--- config.mk ---
export PLATFORM = sky130hd
export DESIGN_NAME = lsb_mem_ctrl_flat
export DESIGN_NICKNAME = d
export VERILOG_FILES = /design/src/rtl/lsb_mem_ctrl_pkg.sv /design/src/rtl/lsb_mem_ctrl_if.sv /design/src/rtl/lsb_mem_ctrl_mem_load_ext.sv /design/src/rtl/lsb_mem_ctrl.sv /design/src/flat_wrapper.sv
export SDC_FILE = /design/constraint.sdc
export NUM_CORES = 1
export LEC_CHECK = 0
export ABC_AREA = 1
export BUFFER_PORTS_ARGS = -buffer_cell sky130_fd_sc_hd__buf_2
export CELL_PAD_IN_SITES_DETAIL_PLACEMENT = 1
export CELL_PAD_IN_SITES_GLOBAL_PLACEMENT = 1
export CORE_ASPECT_RATIO = 0.5
export CORE_MARGIN = 8
export CORE_UTILIZATION = 43
export DETAILED_ROUTE_END_ITERATION = 16
export PLACE_DENSITY_LB_ADDON = 0.1
export SKIP_LAST_GASP = 1
export SLEW_MARGIN = 20
export SYNTH_ARGS = -nofsm -noshare
export SYNTH_HDL_FRONTEND = slang
export SYNTH_SLANG_ARGS = --single-unit
--- constraint.sdc ---
create_clock -name clk -period 5 [get_ports clk]
set_input_delay 0.25 -clock clk [delete_from_list [all_inputs] [get_ports clk]]
set_output_delay 0.25 -clock clk [all_outputs]
set_load 0.03 [all_outputs]
--- src/rtl/lsb_mem_ctrl_pkg.sv ---
// Shared types for the LSB-side memory controller: op codes, bus constants,
// controller state codes and byte helpers.
package lsb_mem_ctrl_pkg;

    typedef enum logic [3:0] {
        OPTYPE_LB, OPTYPE_LBU, OPTYPE_LH, OPTYPE_LHU, OPTYPE_LW,
        OPTYPE_SB, OPTYPE_SH, OPTYPE_SW
    } opcode_t;

    localparam logic        LOAD_MEM  = 1'b0;
    localparam logic        STORE_MEM = 1'b1;
    localparam logic        TRUE      = 1'b1;
    localparam logic        FALSE     = 1'b0;
    localparam logic [31:0] ZERO      = 32'h0;

    typedef enum logic [2:0] {
        MC_IDLE, MC_RD, MC_WR, MC_WSTALL, MC_DONE
    } mc_state_t;

    function automatic logic [7:0] get_byte(input logic [31:0] w, input logic [1:0] idx);
        return w[{idx, 3'b000} +: 8];
    endfunction

    // Only byte, half and word transfers touch the RAM.
    function automatic logic tot_ok(input logic [2:0] t);
        return (t == 3'd1) || (t == 3'd2) || (t == 3'd4);
    endfunction

endpackage

--- src/rtl/lsb_mem_ctrl_if.sv ---
// Request/response bus between the load-store buffer (master) and the
// memory controller (slave).
interface lsb_mem_ctrl_if #(parameter int ADDR_W = 32);
    import lsb_mem_ctrl_pkg::*;

    logic              ena_i;
    logic              wr_i;
    opcode_t           optype_i;
    logic [ADDR_W-1:0] addr_i;
    logic [31:0]       data_i;
    logic [2:0]        totbyte_i;
    logic              rdy_o;
    logic [31:0]       data_o;

    modport master (output ena_i, wr_i, optype_i, addr_i, data_i, totbyte_i,
                    input  rdy_o, data_o);
    modport slave  (input  ena_i, wr_i, optype_i, addr_i, data_i, totbyte_i,
                    output rdy_o, data_o);
endinterface

--- src/rtl/lsb_mem_ctrl_mem_load_ext.sv ---
// Combinational load-result extension: sign/zero-extends the assembled raw
// word according to the load op type.
module mem_load_ext
    import lsb_mem_ctrl_pkg::*;
(
    input  opcode_t     optype_i,
    input  logic [31:0] raw_i,
    output logic [31:0] ext_o
);
    always_comb begin
        ext_o = raw_i;
        case (optype_i)
            OPTYPE_LB:  ext_o = {{24{raw_i[7]}},  raw_i[7:0]};
            OPTYPE_LBU: ext_o = {24'h0,           raw_i[7:0]};
            OPTYPE_LH:  ext_o = {{16{raw_i[15]}}, raw_i[15:0]};
            OPTYPE_LHU: ext_o = {16'h0,           raw_i[15:0]};
            default:    ext_o = raw_i;
        endcase
    end
endmodule

--- src/rtl/lsb_mem_ctrl.sv ---
// LSB memory controller: serialises one load/store into byte accesses on the
// 8-bit RAM bus. Optional IO write stall is enabled by MEMCTL_IO_STALL_EN.
module lsb_mem_ctrl
    import lsb_mem_ctrl_pkg::*;
#(
    parameter int                ADDR_W  = 32,
    parameter logic [ADDR_W-1:0] IO_BASE = ADDR_W'(32'h30000)
) (
    input  logic              clk,
    input  logic              rst,
    input  logic              rdy,
    input  logic              rollback,
    lsb_mem_ctrl_if.slave     lsb,
    input  logic [7:0]        mem_din,
    output logic [7:0]        mem_dout,
    output logic [ADDR_W-1:0] mem_a,
    output logic              mem_wr,
    input  logic              io_buffer_full
);

    mc_state_t         state_q, state_d;
    logic [2:0]        cnt_q, cnt_d;
    logic [2:0]        tot_q, tot_d;
    logic [ADDR_W-1:0] addr_q, addr_d;
    logic [31:0]       wdata_q, wdata_d;
    opcode_t           op_q, op_d;
    logic [31:0]       buf_q, buf_d;
    logic              rdy_q, rdy_d;
    logic [31:0]       data_q, data_d;
    logic [ADDR_W-1:0] mem_a_q, mem_a_d;
    logic [7:0]        mem_dout_q, mem_dout_d;
    logic              mem_wr_q, mem_wr_d;

    logic [2:0]        cnt_inc;
    logic [2:0]        cnt_m1;
    logic              more;
    logic [ADDR_W-1:0] nxt_addr;
    logic [31:0]       raw_w;
    logic [31:0]       ext_w;

    assign cnt_inc  = cnt_q + 3'd1;
    assign cnt_m1   = cnt_q - 3'd1;
    assign more     = cnt_inc < tot_q;
    assign nxt_addr = addr_q + ADDR_W'(cnt_inc);

`ifdef MEMCTL_IO_STALL_EN
    logic io_hit_new, io_hit_q;
    assign io_hit_new = lsb.addr_i >= IO_BASE;
    assign io_hit_q   = addr_q >= IO_BASE;
`else
    logic unused_io;
    assign unused_io = io_buffer_full ^ (^IO_BASE);
`endif

    // In RD with cnt=c the RAM returns the byte addressed in the previous
    // cycle, i.e. lane c-1; merge it so the final lane is usable at once.
    always_comb begin
        raw_w = buf_q;
        if (cnt_q != 3'd0)
            raw_w[{cnt_m1[1:0], 3'b000} +: 8] = mem_din;
    end

    mem_load_ext u_ext (
        .optype_i (op_q),
        .raw_i    (raw_w),
        .ext_o    (ext_w)
    );

    always_comb begin
        state_d    = state_q;
        cnt_d      = cnt_q;
        tot_d      = tot_q;
        addr_d     = addr_q;
        wdata_d    = wdata_q;
        op_d       = op_q;
        buf_d      = buf_q;
        rdy_d      = rdy_q;
        data_d     = data_q;
        mem_a_d    = mem_a_q;
        mem_dout_d = mem_dout_q;
        mem_wr_d   = mem_wr_q;

        case (state_q)
            MC_IDLE: begin
                rdy_d = FALSE;
                if (rollback) begin
                    mem_a_d = '0;
                end else if (lsb.ena_i) begin
                    addr_d  = lsb.addr_i;
                    wdata_d = lsb.data_i;
                    op_d    = lsb.optype_i;
                    tot_d   = lsb.totbyte_i;
                    cnt_d   = 3'd0;
                    buf_d   = ZERO;
                    if (!tot_ok(lsb.totbyte_i)) begin
                        rdy_d   = TRUE;
                        data_d  = ZERO;
                        state_d = MC_DONE;
                    end else if (lsb.wr_i == LOAD_MEM) begin
                        mem_a_d = lsb.addr_i;
                        state_d = MC_RD;
                    end else begin
                        mem_a_d = lsb.addr_i;
`ifdef MEMCTL_IO_STALL_EN
                        if (io_hit_new && io_buffer_full) begin
                            mem_wr_d = FALSE;
                            state_d  = MC_WSTALL;
                        end else
`endif
                        begin
                            mem_wr_d   = TRUE;
                            mem_dout_d = lsb.data_i[7:0];
                            state_d    = MC_WR;
                        end
                    end
                end
            end

            MC_RD: begin
                if (rollback) begin
                    mem_a_d = '0;
                    state_d = MC_IDLE;
                end else begin
                    buf_d = raw_w;
                    if (more)
                        mem_a_d = nxt_addr;
                    if (cnt_q == tot_q) begin
                        data_d  = ext_w;
                        rdy_d   = TRUE;
                        mem_a_d = '0;
                        state_d = MC_DONE;
                    end else begin
                        cnt_d = cnt_inc;
                    end
                end
            end

            // Stores are already committed, so rollback does not stop them.
            MC_WR: begin
                if (more) begin
                    cnt_d   = cnt_inc;
                    mem_a_d = nxt_addr;
`ifdef MEMCTL_IO_STALL_EN
                    if (io_hit_q && io_buffer_full) begin
                        mem_wr_d = FALSE;
                        state_d  = MC_WSTALL;
                    end else
`endif
                    begin
                        mem_dout_d = get_byte(wdata_q, cnt_inc[1:0]);
                    end
                end else begin
                    mem_wr_d = FALSE;
                    mem_a_d  = '0;
                    rdy_d    = TRUE;
                    data_d   = ZERO;
                    state_d  = MC_DONE;
                end
            end

`ifdef MEMCTL_IO_STALL_EN
            MC_WSTALL: begin
                if (!io_buffer_full) begin
                    mem_wr_d   = TRUE;
                    mem_dout_d = get_byte(wdata_q, cnt_q[1:0]);
                    state_d    = MC_WR;
                end
            end
`endif

            MC_DONE: begin
                rdy_d   = FALSE;
                state_d = MC_IDLE;
            end

            default: begin
                rdy_d    = FALSE;
                mem_wr_d = FALSE;
                mem_a_d  = '0;
                state_d  = MC_IDLE;
            end
        endcase
    end

    always_ff @(posedge clk) begin
        if (rst) begin
            state_q    <= MC_IDLE;
            cnt_q      <= 3'd0;
            tot_q      <= 3'd0;
            addr_q     <= '0;
            wdata_q    <= ZERO;
            op_q       <= OPTYPE_LB;
            buf_q      <= ZERO;
            rdy_q      <= FALSE;
            data_q     <= ZERO;
            mem_a_q    <= '0;
            mem_dout_q <= 8'h0;
            mem_wr_q   <= FALSE;
        end else if (rdy) begin
            state_q    <= state_d;
            cnt_q      <= cnt_d;
            tot_q      <= tot_d;
            addr_q     <= addr_d;
            wdata_q    <= wdata_d;
            op_q       <= op_d;
            buf_q      <= buf_d;
            rdy_q      <= rdy_d;
            data_q     <= data_d;
            mem_a_q    <= mem_a_d;
            mem_dout_q <= mem_dout_d;
            mem_wr_q   <= mem_wr_d;
        end
    end

    assign lsb.rdy_o  = rdy_q;
    assign lsb.data_o = data_q;
    assign mem_a      = mem_a_q;
    assign mem_dout   = mem_dout_q;
    assign mem_wr     = mem_wr_q;

endmodule

--- src/flat_wrapper.sv ---
// flat-port wrapper written by rule: the top's interface ports become plain ports
module lsb_mem_ctrl_flat import lsb_mem_ctrl_pkg::*;
#(
    parameter int                ADDR_W  = 32,
    parameter logic [ADDR_W-1:0] IO_BASE = ADDR_W'(32'h30000)
)
  (clk, rst, rdy, rollback, mem_din, mem_dout, mem_a, mem_wr, io_buffer_full, lsb_ena_i, lsb_wr_i, lsb_optype_i, lsb_addr_i, lsb_data_i, lsb_totbyte_i, lsb_rdy_o, lsb_data_o);
  lsb_mem_ctrl_if #(.ADDR_W(ADDR_W)) lsb_i ();
  input  logic clk;
  input  logic rst;
  input  logic rdy;
  input  logic rollback;
  input  logic [7:0] mem_din;
  output logic [7:0] mem_dout;
  output logic [ADDR_W-1:0] mem_a;
  output logic mem_wr;
  input  logic io_buffer_full;
  input wire logic [$bits(lsb_i.ena_i)-1:0] lsb_ena_i;
  input wire logic [$bits(lsb_i.wr_i)-1:0] lsb_wr_i;
  input wire logic [$bits(lsb_i.optype_i)-1:0] lsb_optype_i;
  input wire logic [$bits(lsb_i.addr_i)-1:0] lsb_addr_i;
  input wire logic [$bits(lsb_i.data_i)-1:0] lsb_data_i;
  input wire logic [$bits(lsb_i.totbyte_i)-1:0] lsb_totbyte_i;
  output wire logic [$bits(lsb_i.rdy_o)-1:0] lsb_rdy_o;
  output wire logic [$bits(lsb_i.data_o)-1:0] lsb_data_o;
  assign lsb_i.ena_i = lsb_ena_i;
  assign lsb_i.wr_i = lsb_wr_i;
  assign lsb_i.optype_i = lsb_optype_i;
  assign lsb_i.addr_i = lsb_addr_i;
  assign lsb_i.data_i = lsb_data_i;
  assign lsb_i.totbyte_i = lsb_totbyte_i;
  assign lsb_rdy_o = lsb_i.rdy_o;
  assign lsb_data_o = lsb_i.data_o;
  lsb_mem_ctrl #(.ADDR_W(ADDR_W), .IO_BASE(IO_BASE)) u_core (.clk(clk), .rst(rst), .rdy(rdy), .rollback(rollback), .lsb(lsb_i), .mem_din(mem_din), .mem_dout(mem_dout), .mem_a(mem_a), .mem_wr(mem_wr), .io_buffer_full(io_buffer_full));
endmodule
## Word level (Yosys, flattened, before mapping)

Cells that the tools add are included.

| storage, ports and cells | value |
|---|---|
| bits in registers | 183 |
| bits in latches | 0 |
| memory bits (writable) | 0 |
| memory bits (read-only) | 0 |
| input bits | 86 |
| logic and storage cells | 120 |
| memories kept | 0 |

| cells by class | value |
|---|---|
| add/sub/neg operators | 4 |
| $mul | 0 |
| div/mod/pow operators | 0 |
| $lt $le $gt $ge | 1 |
| equal/unequal tests | 24 |
| shifts and indexed selects | 3 |
| multiplexer cells | 55 |
| bitwise operators | 3 |
| reduce and logical (&&, ||, !) cells | 18 |

Operators by type and width:

| cell | count |
|---|---|
| two-way mux 32 bit | 17 |
| one-hot mux 32 bit (4 select lines) | 2 |
| one-hot mux 32 bit (3 select lines) | 1 |
| one-hot mux 32 bit (2 select lines) | 1 |
| two-way mux 8 bit | 5 |
| two-way mux 3 bit | 11 |
| adder 32 x 3 -> 32 bit | 1 |
| bitwise mux 32 bit | 1 |
| variable shift 8 x 7 -> 32 bit (first input constant) | 1 |
| variable part select 32 x 6 -> 8 bit | 1 |
| variable part select 8 x 7 -> 32 bit | 1 |
| AND reduction 7 bit | 3 |
| one-hot mux 3 bit (3 select lines) | 2 |
| one-hot mux 8 bit (2 select lines) | 1 |
| AND reduction 5 bit | 3 |
| != test 2 bit (second input constant) | 7 |
| two-way mux 1 bit | 11 |
| == test 4 x 2 -> 1 bit (second input constant) | 2 |
| AND reduction 4 bit | 2 |
| AND reduction 8 bit | 1 |
| negation 5 -> 7 bit | 1 |
| == test 3 x 1 -> 1 bit (second input constant) | 2 |
| == test 3 x 2 -> 1 bit (second input constant) | 2 |
| == test 3 bit (second input constant) | 2 |
| other kinds (18) | 27 |

## Longest topological paths before layout

Gate-level depths: netlist of run 1.

| depth | value |
|---|---|
| depth after elaboration | 9 |
| gate-level depth with buffers | 14 |
| mapped depth without buffers | 14 |

## Modules after synthesis

Synthesis of run 1 repeated with hierarchy kept, for this count alone.

| unflattened totals | value |
|---|---|
| cells, all modules | 1526 |
| area total of the unflattened synthesis | 9736.8 µm² |

By module, submodules not included:

| module | times used | cells each | area each (µm²) |
|---|---|---|---|
| lsb_mem_ctrl | 1 | 1456 | 9391.5 |
| mem_load_ext | 1 | 70 | 345.3 |

## Worst setup path after synthesis of run 1

No wires, ideal clock.

| timing | value |
|---|---|
| kind | register -> register |
| from | reg u_core.cnt_q[0] |
| to | reg u_core.mem_dout_q[0] (netlist: u_core.mem_dout[0]) |
| library setup time | 0.113 ns |
| data arrival time | 2.269 ns |
| setup slack | 2.617 ns |
| cell stages (with the launch flop) | 13 |
| cells stage by stage | dfxtp_1 > inv_1 > ha_1 > ha_1 > nand3b_1 > o211ai_1 > nor2_1 > o21ai_0 > nor2_2 > buf_2 > nand2_1 > nand2_1 > nor2_1 |

| on the way | value |
|---|---|
| longest elaborated chain between the ends | 4 |

RTL lines:

| item | RTL line | RTL |
|---|---|---|
| start, declared | lsb_mem_ctrl.sv:22 | `logic [2:0] cnt_q, cnt_d;` |
| start signal, assigned | lsb_mem_ctrl.sv:201 | `cnt_q <= cnt_d;` |
| adder 3 x 1 -> 3 bit (*) | lsb_mem_ctrl.sv:41 | `assign cnt_inc = cnt_q + 3'd1;` |
| variable part select 32 x 6 -> 8 bit or less-than comparator 3 bit (tied branches) | lsb_mem_ctrl_pkg.sv:21, lsb_mem_ctrl.sv:43 |  |
| two-way mux 8 bit or != test 2 x 1 -> 1 bit (tied branches) | - |  |
| one-hot mux 8 bit (2 select lines) or AND reduction 7 bit (tied branches) | - |  |
| end signal, assigned | lsb_mem_ctrl.sv:210 | `mem_dout_q <= mem_dout_d;` |
| end, declared | lsb_mem_ctrl.sv:31 | `logic [7:0] mem_dout_q, mem_dout_d;` |

Every way passes the cells marked *; elsewhere a longest branch is shown, timed or not. The select of a mux whose other input is x is not followed.
A chain may end at the register's enable or synchronous reset.

## Final worst setup path of run 1

| timing | value |
|---|---|
| from | reg u_core.cnt_q[0] |
| to | reg u_core.data_q[16] (netlist: u_core.lsb.data_o[16]) |

| on the way | value |
|---|---|
| longest elaborated chain between the ends | 9 |

RTL lines:

| item | RTL line | RTL |
|---|---|---|
| subtractor 2 x 1 -> 2 bit | lsb_mem_ctrl.sv:42 | `assign cnt_m1 = cnt_q - 3'd1;` |
| negation 5 -> 7 bit | lsb_mem_ctrl.sv:60 | `raw_w[{cnt_m1[1:0], 3'b000} +: 8] = mem_din;` |
| variable part select 8 x 7 -> 32 bit or variable shift 8 x 7 -> 32 bit (tied branches) | lsb_mem_ctrl.sv:60 |  |
| bitwise mux 32 bit | lsb_mem_ctrl.sv:60 |  |
| two-way mux 32 bit | lsb_mem_ctrl.sv:59 | `if (cnt_q != 3'd0)` |
| one-hot mux 32 bit (4 select lines) | lsb_mem_ctrl_mem_load_ext.sv:12 | `case (optype_i)` |
| two-way mux 32 bit | lsb_mem_ctrl.sv:127 | `if (cnt_q == tot_q) begin` |
| two-way mux 32 bit | lsb_mem_ctrl.sv:120 | `if (rollback) begin` |
| one-hot mux 32 bit (3 select lines) | lsb_mem_ctrl.sv:83 | `case (state_q)` |
| end signal, assigned | lsb_mem_ctrl.sv:208 | `data_q <= data_d;` |
| end, declared | lsb_mem_ctrl.sv:29 | `logic [31:0] data_q, data_d;` |

Several ways; a longest one is shown, not always the timed one. The select of a mux whose other input is x is not followed.

==> summary.md, run 1 <==
| Metric | Value |
|---|---|
| Status | finished clean |
| CTS Hold Buffers Added | 0 |
| Die Y | 120 um |
| First-pass GRT wire length | 51500 um |
| Mux contribution to synthesized area | 0 |
| Fill cells | 2944 |
| Ys Warns | 0 |
| Required time of the critical path | 5.33 ns |
| PwrDens | 349 nW/um^2 |
| Vias per std cell | 5.31 |
| Tightest Pin Transition | 0.937 ns |
| Crit-path max cell delay | 0.66 ns |
| I/O Buffers | 158 |
| R2R setup slack | 1.03 ns |
| Number of synthesized register bits | 183 |
| Post-synthesis instance total | 1417 |
| Drt drc | 0 |
| Largest net degree at the start of global routing | 95 |
| Fin crit share | 0.794 |
| CTS root buf | clkbuf_16 |
| Slew Viols, Final | 0 |
| Clock Latency Late Sink | 0.45 ns |
| Clk slew on worst S/H paths | 0.07 ns |
| Synthesized area | 9270 um^2 |
| Post-Layout Inst Area | 10700 um^2 |
| Final Hold Viols | 0 |
| Initial antenna violation count | 0 |
| Drt initial violations | 544 |
| Worst path slowest cell | nand3_2 |
| Setup-failing EPs final | 0 |
| FMAX | 252 MHz |
| Num ports | 160 |
| RSZ-0062 raised after global routing | no |
| Sequential area share after synthesis | 0.395 |
| Compound-Gate Fraction of Synth Area | 0.194 |
| Simple-gate area share of the yosys netlist | 0.286 |
| Commonest non-fill, non-tap cell in the layout | nand2_1 |
| Hold crit path type | in2reg |
| DIE WIDTH | 224 um |
| Setup ws final | 1.03 ns |
| Final worst path period need | 3.97 ns |
| Setup WS pre-CTS | 0.998 ns |
| Largest family of logic cells by synthesized area | simple AND/OR/NAND/NOR gates |
| Max IR drop VDD | 0.000209 V |
| Final setup skew | 0.00636 ns |
| H-tree levels | 4 |
| Slew headroom | 0.375 |
| Avg Cell Area, Syn | 6.54 um^2 |
| Pre-antenna DRT Iters | 5 |
| Drt wl/cell | 17.3 um |
| Final wirelength | 31500 um |
| Worst Setup Start Kind | register |
| Post-CTS Setup Inserts | 0 |
| Most frequent CP cell | ha_1 |
| Area grow syn2layout | 16.0% |
| CTS tree | built |
| Post-Synth Adder-Cell Area | 0.0184 |
| Placement row count | 38 |
| DP HPWL | 22600 um |
| Antenna Nets Post-Route | 0 |
| Core area | 21400 um^2 |
| Post-CTS resize count | 0 |
| Commonest cells after routing, fill and taps aside | 357 x nand2_1, 196 x nor2_1, 183 x dfxtp_1, 158 x buf_2, 154 x o21ai_0 |
| Pleak | 4.81 nW |
| Syn_nets | 1516 |
| Critical path peak fanout | 34 |
| Number of CTS-inserted buffers | 17 |
| Post-synthesis cell type count | 38 |
| Critical path endpoint category | register |
| Congestion Overflow GR | 0 |
| Setup Crit Path Kind | reg2reg |
| Layout Nets | 1630 |
| Worst EP arrival | 4.30 ns |
| Max Cap Viol | 0 |
| Share of layout cells above drive strength 1 | 0.153 |
| Max Buffers Root-to-Sink | 2 |
| Number of global-route vias before repair | 10300 |
| GP Congestion | 0.895 |
| Total clock sinks | 183 |
| Setup tns final | 0 ns |
| Starting Density | 0.433 |
| Ant diodes | 0 |
| XOR/XNOR Fraction of Synth Area | 0.0132 |
| DP Area | 10200 um^2 |
| DIE AREA | 26800 um^2 |
| DR vias | 9688 |
| Worst path cell trace | inv_1 > ha_1 > ha_1 > nand3b_1 > o2111ai_1 > nand2_2 > inv_2 > nand3_2 > a21oi_1 > nor2_1 |
| Tot GR Track Use | 0.234 |
flip-flops by register name, summed over array words and instances (netlist names), 3 cells and up:
signal and flops:
u_core.addr_q 32, u_core.buf_q 32, u_core.lsb.data_o 32, u_core.mem_a 32, u_core.wdata_q 32, u_core.mem_dout 8
u_core.op_q 4, u_core.cnt_q 3, u_core.state_q 3, u_core.tot_q 3
area by class of cell:
type                            count  area, um^2  share of cell area
Multi-Input combinational cell   1021        4760               0.443
Sequential cell                   183        3660               0.341
Timing Repair Buffer              167         858              0.0799
Inverter                          141         533              0.0496
Clock buffer                       23         488              0.0454
Tap cell                          280         350              0.0326
Clock inverter                      8        96.3             0.00896
stage by stage:
stage	std cells	total power, mW	utilization	hold slack (ns)
after detailed placement	1792	2.40	0.475	0.448
final	1823	3.75	0.502	0.0589
after global routing	1823	3.93	0.502	0.0598
after floorplan	1417	2.17	-	0.378
after global placement	1792	2.37	0.475	0.439
after CTS	1823	3.79	0.502	0.0411
cell families after synthesis:
logic type,Yosys count
buffers and inverters,213
DFF,183
AOI/OAI and AO/OA,340
adders and majority gates,13
and+or+nand+nor,654
xor gates and xnor gates,14
worst paths after layout:
| path | startpoint | end | depth (start not counted) |
|---|---|---|---|
| max | u_core.cnt_q[0] | u_core.lsb.data_o[16] | 10 |
| max reg2reg | u_core.cnt_q[0] | u_core.lsb.data_o[16] | 10 |
| min reg2reg | u_core.lsb.rdy_o | u_core.lsb.rdy_o | 2 |
| min | lsb_data_i[26] | u_core.wdata_q[26] | 3 |
per-layer routing:
metal	vias to the layer above	share of wire	routed length, um	track usage
met5	-	0	0	0
met4	0	0.018	554	0.0761
met3	44	0.039	1210	0.0443
met2	167	0.50	15700	0.420
met1	4692	0.45	14100	0.282
li1	4785	-	-	-
critical path: cells and delay by family (launching register included):
family / cells / cell delay [ns]
AO/OA/AOI/OAI: 2 / 0.56
adder cells (fa/ha/maj): 2 / 0.86
buffers and inverters: 2 / 0.62
flip-flops: 1 / 0.52
AND/OR/NAND/NOR: 4 / 1.29
synthesized netlist by cell type:
| library cell | n | area, um^2 |
|---|---|---|
| a21oi_2 | 7 | 61.3 |
| buf_2 | 24 | 120 |
| a211oi_1 | 1 | 7.51 |
| nand3_1 | 63 | 315 |
| inv_1 | 132 | 495 |
| xnor2_1 | 4 | 35.0 |
| a21oi_4 | 1 | 16.3 |
| nand2_1 | 358 | 1340 |
| fa_1 | 1 | 20.0 |
| clkbuf_1 | 44 | 165 |
| nand3b_1 | 1 | 7.51 |
| nor3_1 | 5 | 25.0 |
| xor2_1 | 10 | 87.6 |
| nor3_4 | 1 | 16.3 |
| o21ai_1 | 27 | 135 |
| buf_1 | 1 | 3.75 |
| nand2_4 | 1 | 11.3 |
| o21ai_2 | 1 | 8.76 |
| nor3b_1 | 1 | 7.51 |
| a22oi_1 | 7 | 52.6 |
| nand3_2 | 3 | 30.0 |
| o211ai_1 | 1 | 7.51 |
| nor2_4 | 2 | 22.5 |
| o2111ai_1 | 7 | 61.3 |
| o21ai_0 | 154 | 771 |
| a21oi_1 | 126 | 631 |
| nand4_1 | 8 | 50.1 |
| ha_1 | 12 | 150 |
| inv_2 | 8 | 30.0 |
| nor2_2 | 4 | 25.0 |
| nor3_2 | 1 | 10.0 |
| a31oi_1 | 8 | 50.1 |
| buf_6 | 3 | 33.8 |
| nor2_1 | 199 | 747 |
| inv_4 | 1 | 6.26 |
| or2_1 | 2 | 12.5 |
| nand2_2 | 5 | 31.3 |
| dfxtp_1 | 183 | 3660 |
power by group:
group	total [mW]	internal (mW)	switching [mW]
clock network	1.38	0.784	0.597
registers	1.63	1.57	0.0682
logic	0.736	0.209	0.526
total	3.75	2.56	1.19
Note: power is estimated with default switching activity, not from simulation.
==> inputs of run 2 (changes only) <==
--- a/config.mk
+++ b/config.mk
@@ -5,13 +5,13 @@
 export SDC_FILE = /design/constraint.sdc
 export NUM_CORES = 1
 export LEC_CHECK = 0
-export ABC_AREA = 1
+export ABC_AREA = 0
 export BUFFER_PORTS_ARGS = -buffer_cell sky130_fd_sc_hd__buf_2
 export CELL_PAD_IN_SITES_DETAIL_PLACEMENT = 1
 export CELL_PAD_IN_SITES_GLOBAL_PLACEMENT = 1
 export CORE_ASPECT_RATIO = 0.5
 export CORE_MARGIN = 8
-export CORE_UTILIZATION = 43
+export CORE_UTILIZATION = 41
 export DETAILED_ROUTE_END_ITERATION = 16
 export PLACE_DENSITY_LB_ADDON = 0.1
 export SKIP_LAST_GASP = 1
==> constraint.sdc (replaced) <==
create_clock -name clk -period 3.79 [get_ports clk]
set_input_delay 0.1895 -clock clk [delete_from_list [all_inputs] [get_ports clk]]
set_output_delay 0.1895 -clock clk [all_outputs]
set_load 0.03 [all_outputs]
==> run 2 against run 1 <==
Combinational power down 32%. Non-clock buffer count up 73. Via count is 14% lower. Hold slack got worse by 0.039 ns. First-iteration DRC count down 12%. Fmax grew 19%. Sequential share of layout area is 0.15 points lower. Final cell count shrank 17%. Routed wire length decreased by 8.0%. Largest cell class unchanged.
==> summary.md, run 2 <==
| Metric | Value |
|---|---|
| Syn_nets | 1148 (was 1516) |
| Ys Warns | 0 (unchanged) |
| Final wirelength | 29000 um (was 31500 um) |
| Final Hold Viols | 0 (unchanged) |
| DIE AREA | 26000 um^2 (was 26800 um^2) |
| Met1 WL | 13100 um (was 14100 um) |
| Metal3 WL | 1270 um (was 1210 um) |
| Hold crit path type | in2reg (unchanged) |
| Fin crit share | 0.883 (was 0.794) |
| EDFF count, synth | 0 (unchanged) |
| Placement row count | 37 (was 38) |
| Post-synthesis cell type count | 66 (was 38) |
| Number of CTS-inserted buffers | 17 (unchanged) |
| Ys async rst share | 0 (unchanged) |
| Tightest Pin Transition | 0.891 ns (was 0.937 ns) |
| Hold WS | 0.0197 ns (was 0.0589 ns) |
| Post-synthesis instance total | 1049 (was 1417) |
| Commonest cells post-synth | 230 x nand2_1, 183 x dfxtp_1, 122 x a21oi_1, 76 x nor2_1, 64 x clkbuf_1 (was 358 x nand2_1, 199 x nor2_1, 183 x dfxtp_1, 154 x o21ai_0, 132 x inv_1) |
| First-pass GRT wire length | 46100 um (was 51500 um) |
| Synth top area share | 0.428 (was 0.395) |
| RSZ-0062 raised after global routing | no (unchanged) |
| Core area | 20500 um^2 (was 21400 um^2) |
| Synth Flop Type | dfxtp_1 (unchanged) |
| Post-CTS resize count | 0 (unchanged) |
| Max Buffers Root-to-Sink | 2 (unchanged) |
| Tot GR Track Use | 0.221 (was 0.234) |
| Die Y | 118 um (was 120 um) |
| Slew Viols, Final | 0 (unchanged) |
| Setup Crit Path Kind | reg2reg (unchanged) |
| Crit-path max cell delay | 0.52 ns (was 0.66 ns) |
| Worst Setup Start Kind | register (unchanged) |
| Starting Density | 0.417 (was 0.433) |
| Num ports | 160 (unchanged) |
| Layout Nets | 1327 (was 1630) |
| Final worst path period need | 3.35 ns (was 3.97 ns) |
| Worst path slowest cell | or4_4 (was nand3_2) |
| Setup WS pre-CTS | 0.393 ns (was 0.998 ns) |
| Critical path endpoint category | register (unchanged) |
| Pre-antenna DRT Iters | 5 (unchanged) |
| CTS root buf | clkbuf_16 (unchanged) |
| Worst path cell trace | buf_4 > inv_1 > ha_1 > buf_4 > and3_1 > and3_1 > a22oi_4 > or4_4 > a211oi_4 > buf_4 > a22o_1 (was inv_1 > ha_1 > ha_1 > nand3b_1 > o2111ai_1 > nand2_2 > inv_2 > nand3_2 > a21oi_1 > nor2_1) |
| Congestion Overflow GR | 0 (unchanged) |
| CTS tree | built (unchanged) |
| DP Area | 9550 um^2 (was 10200 um^2) |
| Dominant cell by count in the synthesized netlist | nand2_1 (unchanged) |
| PwrDens | 416 nW/um^2 (was 349 nW/um^2) |
| Number of global-route vias before repair | 8766 (was 10300) |
| Total clock sinks | 183 (unchanged) |
| FMAX | 299 MHz (was 252 MHz) |
| Max Used Layer | met4 (unchanged) |
| GP Congestion | 0.802 (was 0.895) |
| Met2 Wirelength | 13900 um (was 15700 um) |
| Drt drc | 0 (unchanged) |
| Post-synth top area cell | dfxtp_1 (unchanged) |
| Slew headroom | 0.405 (was 0.375) |
| Pwr Total | 4.49 mW (was 3.75 mW) |
| Largest net degree at the start of global routing | 69 (was 95) |
| Setup-failing EPs final | 0 (unchanged) |
| DR vias | 8312 (was 9688) |
| Required time of the critical path | 4.18 ns (was 5.33 ns) |
| Avg Cell Area, Syn | 8.16 um^2 (was 6.54 um^2) |
| Max Cap Viol | 0 (unchanged) |
| Setup ws final | 0.442 ns (was 1.03 ns) |
| Final setup skew | 0.00663 ns (was 0.00636 ns) |
| Commonest cells after routing, fill and taps aside | 230 x nand2_1, 183 x dfxtp_1, 157 x buf_2, 122 x a21oi_1, 74 x nor2_1 (was 357 x nand2_1, 196 x nor2_1, 183 x dfxtp_1, 158 x buf_2, 154 x o21ai_0) |
| Commonest non-fill, non-tap cell in the layout | nand2_1 (unchanged) |
| Max IR drop VDD | 0.000280 V (was 0.000209 V) |
| Number of synthesized register bits | 183 (unchanged) |
| Antenna Nets Post-Route | 0 (unchanged) |
| Top cells by area, synth | dfxtp_1 43%, nand2_1 10%, a21oi_1 7.1% (was dfxtp_1 40%, nand2_1 14%, o21ai_0 8.3%) |
| Drt initial violations | 478 (was 544) |
| H-tree levels | 4 (unchanged) |
| Drt wl/cell | 19.1 um (was 17.3 um) |
| Clock Latency Late Sink | 0.45 ns (about the same) |
| Status | finished clean (unchanged) |
| Pleak | 4.13 nW (was 4.81 nW) |
| Area grow syn2layout | 26.1% (was 16.0%) |
| Critical path peak fanout | 17 (was 34) |
| I/O Buffers | 158 (unchanged) |
| Worst EP arrival | 3.74 ns (was 4.30 ns) |
| DIE WIDTH | 220 um (was 224 um) |
| Initial antenna violation count | 1 (was 0) |
| Clk slew on worst S/H paths | 0.07 ns (about the same) |
| CTS Hold Buffers Added | 60 (was 0) |
| Share of layout cells above drive strength 1 | 0.190 (was 0.153) |
| Most frequent CP cell | buf_4 (was ha_1) |
| Setup tns final | 0 ns (unchanged) |
| Synthesized area | 8560 um^2 (was 9270 um^2) |
| Vias per std cell | 5.49 (was 5.31) |
| DP HPWL | 19500 um (was 22600 um) |
| Post-CTS Setup Inserts | 0 (unchanged) |
| Post-Layout Inst Area | 10800 um^2 (was 10700 um^2) |
| Sequential area share after synthesis | 0.428 (was 0.395) |
## run 2: cell count changes after synthesis, moves of 22 or more
cell	change
o21ai_1	-22
nand2_1	-128
nand3_1	-33
nor2_1	-123
inv_1	-121
o21ai_0	-133
mux2i_1	+28
## run 2: per-stage QoR
step / util / cells
finish: 0.526 / 1514
global route: 0.526 / 1514
CTS: 0.526 / 1513
detailed placement: 0.466 / 1422
global placement: 0.466 / 1422
floorplan: - / 1049
## run 2: cell type report
| cell class | count | area [um^2] |
|---|---|---|
| sequential | 183 | 3660 |
| multi-input combinational | 775 | 4550 |
| clock inverter | 7 | 140 |
| fill | 2499 | 9710 |
| tap | 273 | 342 |
| clock buffer | 24 | 502 |
| timing repair buffer | 240 | 1560 |
| inverter | 11 | 41.3 |
| antenna | 1 | 2.50 |
## run 2: cell families after synthesis
family | count (synthesis) | synth area share
AND/OR/NAND/NOR | 436 | 0.228
AO/OA/AOI/OAI | 255 | 0.190
flip-flops | 183 | 0.428
buffers and inverters | 91 | 0.0436
multiplexers | 38 | 0.0573
XOR/XNOR | 33 | 0.0338
adder cells (fa/ha/maj) | 13 | 0.0199
## run 2: report_power, final
group          switching, mW  internal [mW]
Combinational          0.316          0.184
Clock                  0.779           1.19
Sequential            0.0425           1.98
## run 2: final timing paths
path / slack, ns / from / end / cells after the start
max reg2reg: 0.44 / u_core.cnt_q[0] / u_core.lsb.data_o[22] / 11
min: 0.02 / lsb_addr_i[30] / u_core.addr_q[30] / 3
min reg2reg: 0.45 / u_core.mem_a[9] / u_core.mem_a[9] / 2
max: 0.44 / u_core.cnt_q[0] / u_core.lsb.data_o[22] / 11
## run 2: layer usage
layer / up-vias / track usage
met2: 183 / 0.368
met4: 0 / 0.0881
met1: 4052 / 0.274
met3: 55 / 0.0504
met5: - / 0
li1: 4022 / -
## run 2: worst max-delay path: cells and delay by family, from the launching register on
kind | cells | cell delay [ns]
buffers and inverters | 4 | 0.89
AOI/OAI and AO/OA | 3 | 0.49
adders and majority gates | 1 | 0.37
and+or+nand+nor | 3 | 1.14
DFF | 1 | 0.39
==> inputs of run 3 (changes only) <==
==> constraint.sdc (replaced) <==
create_clock -name clk -period 3.79 [get_ports clk]
set_input_delay 0 -clock clk [delete_from_list [all_inputs] [get_ports clk]]
set_output_delay 0 -clock clk [all_outputs]
set_load 0.03 [all_outputs]
==> run 3 against run 2 <==
Combinational power is 3% higher. Routed wire length up 2.1%. Highest routed layer unchanged. Final cell count increased by 0.99%.
==> summary.md, run 3 (synthesized netlist as in run 2, its figures left out) <==
| Metric | Value |
|---|---|
| Area grow syn2layout | 27.5% (was 26.1%) |
| Max Cap Viol | 0 (unchanged) |
| Worst Setup Start Kind | register (unchanged) |
| Max IR drop VDD | 0.000308 V (was 0.000280 V) |
| Drt wl/cell | 19.4 um (was 19.1 um) |
| Slew Viols, Final | 0 (unchanged) |
| Critical path peak fanout | 17 (unchanged) |
| Tot GR Track Use | 0.227 (was 0.221) |
| Final Hold Viols | 0 (unchanged) |
| FF-to-FF End | u_core.mem_a[30] (was u_core.lsb.data_o[22]) |
| Max Used Layer | met4 (unchanged) |
| Status | finished clean (unchanged) |
| Most frequent CP cell | buf_4 (unchanged) |
| Largest net degree at the start of global routing | 68 (was 69) |
| Initial antenna violation count | 2 (was 1) |
| DIE AREA | 26000 um^2 (unchanged) |
| CP Launch Point | u_core.cnt_q[0] (unchanged) |
| Fin crit share | 0.897 (was 0.883) |
| DIE WIDTH | 220 um (unchanged) |
| Clk slew on worst S/H paths | 0.07 ns (about the same) |
| Layout Nets | 1342 (was 1327) |
| Setup-failing EPs final | 0 (unchanged) |
| P_int | 3.27 mW (was 3.35 mW) |
| Worst Setup EP | u_core.mem_a[30] (was u_core.lsb.data_o[22]) |
| Required time of the critical path | 4.10 ns (was 4.18 ns) |
| Pleak | 4.19 nW (was 4.13 nW) |
| H-tree levels | 4 (unchanged) |
| Seq pwr share | 0.459 (was 0.450) |
| R2R setup slack | 0.39 ns (was 0.44 ns) |
| Vias per std cell | 5.49 (about the same) |
| Max Buffers Root-to-Sink | 2 (unchanged) |
| Antenna Nets Post-Route | 0 (unchanged) |
| Hold WS | 0.0161 ns (was 0.0197 ns) |
| Setup tns final | 0 ns (unchanged) |
| Placement row count | 37 (unchanged) |
| Clock power share | 0.425 (was 0.438) |
| Crit. path cell count | 11 (unchanged) |
| Critical R2R Launch | u_core.cnt_q[0] (unchanged) |
| Fill cells | 2474 (was 2499) |
| Drt drc | 0 (unchanged) |
| DP HPWL | 19500 um (about the same) |
| Hold crit path type | in2reg (unchanged) |
| Number of CTS-inserted buffers | 17 (unchanged) |
| PwrDens | 404 nW/um^2 (was 416 nW/um^2) |
| Final core utilization | 0.532 (was 0.526) |
| Congestion Overflow GR | 0 (unchanged) |
| FMAX | 294 MHz (was 299 MHz) |
| Tightest Pin Transition | 0.877 ns (was 0.891 ns) |
| DR vias | 8391 (was 8312) |
| Setup Crit Path Kind | reg2reg (unchanged) |
| Num ports | 160 (unchanged) |
| Core area | 20500 um^2 (unchanged) |
| NetSw | 1.14 mW (about the same) |
| Setup ws final | 0.392 ns (was 0.442 ns) |
| Commonest cells after routing, fill and taps aside | 230 x nand2_1, 183 x dfxtp_1, 157 x buf_2, 122 x a21oi_1, 76 x dlygate4sd3_1 (was 230 x nand2_1, 183 x dfxtp_1, 157 x buf_2, 122 x a21oi_1, 74 x nor2_1) |
| Critical path endpoint category | register (unchanged) |
| Slew headroom | 0.411 (was 0.405) |
| Met1 WL | 13400 um (was 13100 um) |
| Worst EP arrival | 3.70 ns (was 3.74 ns) |
| Share of layout cells above drive strength 1 | 0.187 (was 0.190) |
| Die Y | 118 um (unchanged) |
| Pre-antenna DRT Iters | 5 (unchanged) |
| First-pass GRT wire length | 47400 um (was 46100 um) |
| Metal3 WL | 1080 um (was 1270 um) |
| Drt initial violations | 458 (was 478) |
| Final setup skew | 0.00875 ns (was 0.00663 ns) |
| Setup WS pre-CTS | 0.418 ns (was 0.393 ns) |
| Starting Density | 0.417 (unchanged) |
| Commonest non-fill, non-tap cell in the layout | nand2_1 (unchanged) |
| Switching share of power | 0.258 (was 0.254) |
| Worst path slowest cell | nor4_2 (was or4_4) |
| Final wirelength | 29600 um (was 29000 um) |
| CTS tree | built (unchanged) |
| Crit-path max cell delay | 0.80 ns (was 0.52 ns) |
| Met2 Wirelength | 14600 um (was 13900 um) |
| Combinational Power Share | 0.116 (was 0.111) |
| Worst path cell trace | buf_4 > inv_1 > ha_1 > buf_4 > fa_1 > a21oi_1 > nor4_2 > nand3_1 > nor2_1 > xnor2_1 > o21ai_1 (was buf_4 > inv_1 > ha_1 > buf_4 > and3_1 > and3_1 > a22oi_4 > or4_4 > a211oi_4 > buf_4 > a22o_1) |
| Bufs and invs on worst path | 3 (was 4) |
| Final worst path period need | 3.40 ns (was 3.35 ns) |
| GP Congestion | 0.803 (was 0.802) |
| Total clock sinks | 183 (unchanged) |
| Clock Latency Late Sink | 0.45 ns (about the same) |
| Number of global-route vias before repair | 8973 (was 8766) |
| CTS root buf | clkbuf_16 (unchanged) |
| Critical path's top delay family | simple AND/OR/NAND/NOR gates (unchanged) |
| RSZ-0062 raised after global routing | no (unchanged) |
| I/O Buffers | 158 (unchanged) |
| Worst reg2reg path depth | 11 (unchanged) |
==> run 3: area by class of cell <==
class                   count  area [um^2]  area share
multi-input cells         775         4550       0.416
flip-flops and latches    183         3660       0.336
repair buffers            255         1710       0.157
clock buffers              22          484      0.0444
well taps                 273          342      0.0313
clock inverters             8          121      0.0111
inverters                  11         41.3     0.00378
diodes                      2         5.00    0.000459
==> run 3: how the worst min path moves through the flow <==
| stage | cells after the start | start | end |
|---|---|---|---|
| 2_1_floorplan | 2 | lsb_addr_i[23] | u_core.mem_a[23] |
| 3_3_place_gp | 3 | lsb_addr_i[23] | u_core.mem_a[23] |
| 3_5_place_dp | 3 | lsb_addr_i[23] | u_core.mem_a[23] |
| 4_1_cts | 4 | rdy | u_core.lsb.rdy_o |
| 5_1_grt | 4 | rdy | u_core.lsb.rdy_o |
| 6_report | 4 | rdy | u_core.lsb.rdy_o |
==> run 3: worst min-delay path: stages <==
cell and delay, ns:
buf_2 0.15, nand2_1 0.07, o21ai_0 0.07, a21oi_1 0.13
==> run 3: what timing repair did <==
item,CTS,global route
gates resized for setup,0,0
hold buffers,76,0
setup buffers,0,0
endpoints found under the hold margin,129,0
==> run 3: routing by layer <==
layer,vias to the layer above,GRT usage
met1,4136,0.280
met2,175,0.391
li1,4045,-
met4,0,0.0772
met3,35,0.0451
met5,-,0
==> run 3: metrics by stage <==
step	instances	area, um^2	power [mW]
after floorplan	1049	8560	2.33
after global placement	1421	9540	2.50
after detailed placement	1421	9540	2.51
after CTS	1527	10900	4.42
after global routing	1529	10900	4.56
final	1529	10900	4.40
==> run 3: power groups by stage <==
stage	Clock [mW]	Sequential, mW	Combinational (mW)
floorplan	0	2.10	0.232
global placement	0	2.06	0.437
detailed placement	0	2.06	0.448
CTS	1.89	2.02	0.511
global route	1.98	2.03	0.557
finish	1.87	2.02	0.513
